### src/rtl/const_ext_pkg.sv
// Shared types for the immediate-constant generator.
// Mode encoding matches the 2-bit decode field.
package const_ext_pkg;

    typedef enum logic [1:0] {
        MODE_ZEXT = 2'b00,
        MODE_SEXT = 2'b01,
        MODE_SHL  = 2'b10,
        MODE_PFX  = 2'b11
    } mode_e;

    typedef enum logic {
        PFX_EMPTY = 1'b0,
        PFX_ARMED = 1'b1
    } pfx_state_e;

endpackage

### src/rtl/const_ext_core.sv
// Combinational operand builder: extension, prefix splice, shift.
// Upper bits come from the prefix when armed, else from the mode.
module const_ext_core
    import const_ext_pkg::*;
#(
    parameter int IMM_W  = 6,
    parameter int DATA_W = 8,
    parameter int SHIFT  = 1
) (
    input  mode_e                     mode,
    input  logic [IMM_W-1:0]          imm,
    input  logic                      pfx_armed,
    input  logic [DATA_W-IMM_W-1:0]   pfx_reg,
    output logic [DATA_W-1:0]         result
);

    localparam int PW = DATA_W - IMM_W;

    logic [PW-1:0]     upper;
    logic [DATA_W-1:0] cat;

    always_comb begin
        upper = '0;
        if (pfx_armed)
            upper = pfx_reg;
        else if (mode == MODE_SEXT)
            upper = {PW{imm[IMM_W-1]}};
        cat    = {upper, imm};
        result = cat;
        if (mode == MODE_SHL)
            result = cat << SHIFT;
    end

endmodule

### src/rtl/const_ext_unit.sv
// Pipelined immediate-constant generator with prefix support.
// Holds the prefix FSM, one output register and both handshakes.
module const_ext_unit
    import const_ext_pkg::*;
#(
    parameter int IMM_W  = 6,
    parameter int DATA_W = 8,
    parameter int SHIFT  = 1
) (
    input  logic              clk,
    input  logic              rst,
    input  logic              flush,
    input  logic              in_valid,
    output logic              in_ready,
    input  logic [1:0]        mode,
    input  logic [IMM_W-1:0]  imm,
    output logic              out_valid,
    input  logic              out_ready,
    output logic [DATA_W-1:0] ext_data,
    output logic              used_pfx,
    output logic              pfx_armed
);

    localparam int PW = DATA_W - IMM_W;

    mode_e             op_mode;
    pfx_state_e        state;
    pfx_state_e        state_nxt;
    logic [PW-1:0]     pfx_reg;
    logic [DATA_W-1:0] core_data;
    logic              accept;
    logic              is_pfx;

    assign op_mode   = mode_e'(mode);
    assign is_pfx    = (op_mode == MODE_PFX);
    assign in_ready  = !out_valid || out_ready;
    // Flush squashes any input presented alongside it.
    assign accept    = in_valid && in_ready && !flush;
    assign pfx_armed = (state == PFX_ARMED);

    const_ext_core #(
        .IMM_W  (IMM_W),
        .DATA_W (DATA_W),
        .SHIFT  (SHIFT)
    ) u_core (
        .mode      (op_mode),
        .imm       (imm),
        .pfx_armed (pfx_armed),
        .pfx_reg   (pfx_reg),
        .result    (core_data)
    );

    always_ff @(posedge clk) begin
        if (rst)
            state <= PFX_EMPTY;
        else
            state <= state_nxt;
    end

    always_comb begin
        state_nxt = state;
        if (flush)
            state_nxt = PFX_EMPTY;
        else if (accept)
            state_nxt = is_pfx ? PFX_ARMED : PFX_EMPTY;
    end

    always_ff @(posedge clk) begin
        if (rst)
            pfx_reg <= '0;
        else if (accept && is_pfx)
            pfx_reg <= imm[PW-1:0];
    end

    always_ff @(posedge clk) begin
        if (rst) begin
            out_valid <= 1'b0;
            ext_data  <= '0;
            used_pfx  <= 1'b0;
        end else if (flush) begin
            out_valid <= 1'b0;
            used_pfx  <= 1'b0;
        end else if (accept && !is_pfx) begin
            out_valid <= 1'b1;
            ext_data  <= core_data;
            used_pfx  <= pfx_armed;
        end else if (out_ready) begin
            out_valid <= 1'b0;
        end
    end

endmodule

### config.mk
export PLATFORM = sky130hd
export DESIGN_NAME = const_ext_unit
export DESIGN_NICKNAME = d
export VERILOG_FILES = /design/src/rtl/const_ext_pkg.sv /design/src/rtl/const_ext_core.sv /design/src/rtl/const_ext_unit.sv
export SDC_FILE = /design/constraint.sdc
export NUM_CORES = 1
export LEC_CHECK = 0
export ABC_AREA = 1
export BUFFER_PORTS_ARGS = -buffer_cell sky130_fd_sc_hd__buf_2
export CORE_MARGIN = 1
export CORE_UTILIZATION = 35
export CTS_CLUSTER_SIZE = 24
export DETAILED_ROUTE_END_ITERATION = 6
export SLEW_MARGIN = 30
export SYNTH_ARGS = -nofsm -noshare
export SYNTH_HDL_FRONTEND = slang
export SYNTH_HIERARCHICAL = 1
export SYNTH_SLANG_ARGS = --single-unit
### constraint.sdc
create_clock -name clk -period 1.4 [get_ports clk]
set_clock_uncertainty 0.2 [all_clocks]
set_input_delay 0 -clock clk [delete_from_list [all_inputs] [get_ports clk]]
set_output_delay 0 -clock clk [all_outputs]
set_load 0.02 [all_outputs]
==> results.json <==
{
  "status": "complete, no violations",
  "fin_crit_ns": 1.27,
  "rsz0062_at_grt": "no",
  "grt_max_degree": 12,
  "slew_violations": 0,
  "timing.hold.ws_ns": 0.0310,
  "hold_class": "in2reg",
  "ios": 25,
  "synth_area_um2": 701,
  "synth_nets": 129,
  "p_per_area_nw_per_um2": 832,
  "critical_path_required_ns": 1.37,
  "drv_cap": 0,
  "clock_latency_ns": 0.27,
  "fmax_ghz": 0.785,
  "vias_per_cell": 4.10,
  "placed_area_um2": 848,
  "antenna_found_initial": 0,
  "cts_setup_buffers": 0,
  "cts.sinks": 13,
  "tightestPinTransition_ns": 0.282,
  "dieArea_um2": 2180,
  "total_leakage_power_uw": 0.000568,
  "path_class": "in2reg",
  "wirelength_mm": 1.52,
  "coreArea_um2": 1800,
  "largest_reg_flops": 8,
  "fillers": 193,
  "route.detailed.drc": 0,
  "rows": 15,
  "setup_viol": 0,
  "finalPower_uw": 819,
  "synth.most_common_cell": "nand2_1",
  "io_buffers": 24,
  "cts_root_buf": "clkbuf_4",
  "cts_inserted_buffers": 3,
  "cts-resized-gates": 0,
  "dp_hpwl_mm": 1.07,
  "avgRoutedWirePerCell_um": 8.47,
  "start_util": 0.389,
  "yosysTopAreaCell": "dfxtp_1",
  "routabilityCongestion": 0.701,
  "relSlewSlack": 0.811,
  "die_y_um": 46.7,
  "ir_worst_vdd_v": 0.000487,
  "tns_ns": 0,
  "synthArstFlopShare": 0,
  "critPathMaxFanout": 9,
  "drive_gt1_frac": 0.239,
  "drt_pass1_iterations": 4,
  "overflow": 0,
  "ys_ff_latch": 13,
  "arrival_ns": 1.24,
  "groute.usage.overall": 0.163,
  "yosysUniqueCellTypes": 17,
  "finalNetCount": 169,
  "cts_buffer_depth": 2,
  "area_delta_synth_final_pct": 40.5,
  "cts_max_level": 1,
  "period_share": 0.910,
  "syn_avg_cell_area_um2": 6.04,
  "grt_pass1_vias": 590,
  "cts.clk_slew.worst_paths_ns": 0.08,
  "synth_cells": 116,
  "ys_seq_area_frac": 0.371,
  "cts_hold_buf": 11,
  "fp.dieW_um": 46.7,
  "start_kind": "input port",
  "ant_nets": 0,
  "synthTopCellsByArea": "dfxtp_1, nand2_1, nor2_1",
  "synthTopCellsByCount": "nand2_1, nor2_1, inv_1",
  "ys_warn_count": 6,
  "vias": 738,
  "synth_edf_count": 0,
  "end_kind": "flop",
  "ys.flop_type": "dfxtp_1",
  "hold_viol": 0,
  "cts_tree": "done",
  "dp_slack_ns": 0.232,
  "setup_ws_ns": 0.126,
  "grt_pass1_wl_mm": 2.46,
  "dr.first_iter.drc_count": 2,
  "final_area_um2": 985,
  "synth_top_area_frac": 0.371,
  "antenna_cells": 0
}
==> worst paths after layout <==
path               startpoint          end  slack (ns)  cells past startpoint
setup reg to reg    pfx_armed  ext_data[6]        0.22                      7
hold reg to reg   ext_data[1]  ext_data[1]        0.31                      4
setup / recovery        flush  ext_data[7]        0.13                      7
hold / removal        mode[1]  ext_data[4]        0.03                      6
==> cell families after synthesis <==
logic type,after synthesis,synth area share
buffers and inverters,23,0.139
AO/OA/AOI/OAI,5,0.0393
flip-flops,13,0.371
AND/OR/NAND/NOR,75,0.450
==> where the power goes <==
part / total [uW] / switching, uW / leakage, uW / internal (uW)
registers: 400 / 10.2 / 0.000106 / 390
clock network: 233 / 123 / 0.0000150 / 110
logic: 186 / 106 / 0.000446 / 80.5
==> cells in the final DEF (no fill, tap or decap), types with 2 or more instances in the layout <==
| cell | synthesis | routed |
|---|---|---|
| nand2_1 | 37 | 37 |
| inv_1 | 18 | 18 |
| nor2_1 | 28 | 28 |
| o21ai_0 | 3 | 3 |
| nor2_2 | 2 | 2 |
| nand3_1 | 4 | 4 |
| buf_2 | 0 | 24 |
| inv_2 | 2 | 2 |
| dlygate4sd3_1 | 0 | 11 |
| buf_4 | 1 | 2 |
| dfxtp_1 | 13 | 13 |
| clkbuf_4 | 0 | 3 |
==> routing by layer <==
| layer | global-route usage | vias up | wire length [um] |
|---|---|---|---|
| met4 | 0.103 | 0 | 12 |
| met2 | 0.256 | 14 | 715 |
| met5 | 0 | - | 0 |
| li1 | - | 417 | - |
| met1 | 0.209 | 305 | 736 |
| met3 | 0.0231 | 2 | 59 |
==> per-stage QoR <==
step,util,std cells
3_5_place_dp,0.471,165
5_1_grt,0.547,180
4_1_cts,0.547,180
3_3_place_gp,0.471,165
6_report,0.547,180
2_1_floorplan,-,116
==> critical path: stages <==
cell and delay (ns):
dlygate4sd3_1 0.54, buf_2 0.13, nor2_2 0.15, nand3_2 0.09, buf_4 0.18, nor2_1 0.10, nor2_1 0.05
==> cell type report <==
cell class                      instances  area, um^2  share of cell area
Tap cell                               25        31.3              0.0318
Clock buffer                            4        26.3              0.0267
Inverter                               21        78.8              0.0801
Timing Repair Buffer                   37         245               0.249
Multi-Input combinational cell         80         343               0.348
Sequential cell                        13         260               0.264
Power figures use the tool's default switching activity.
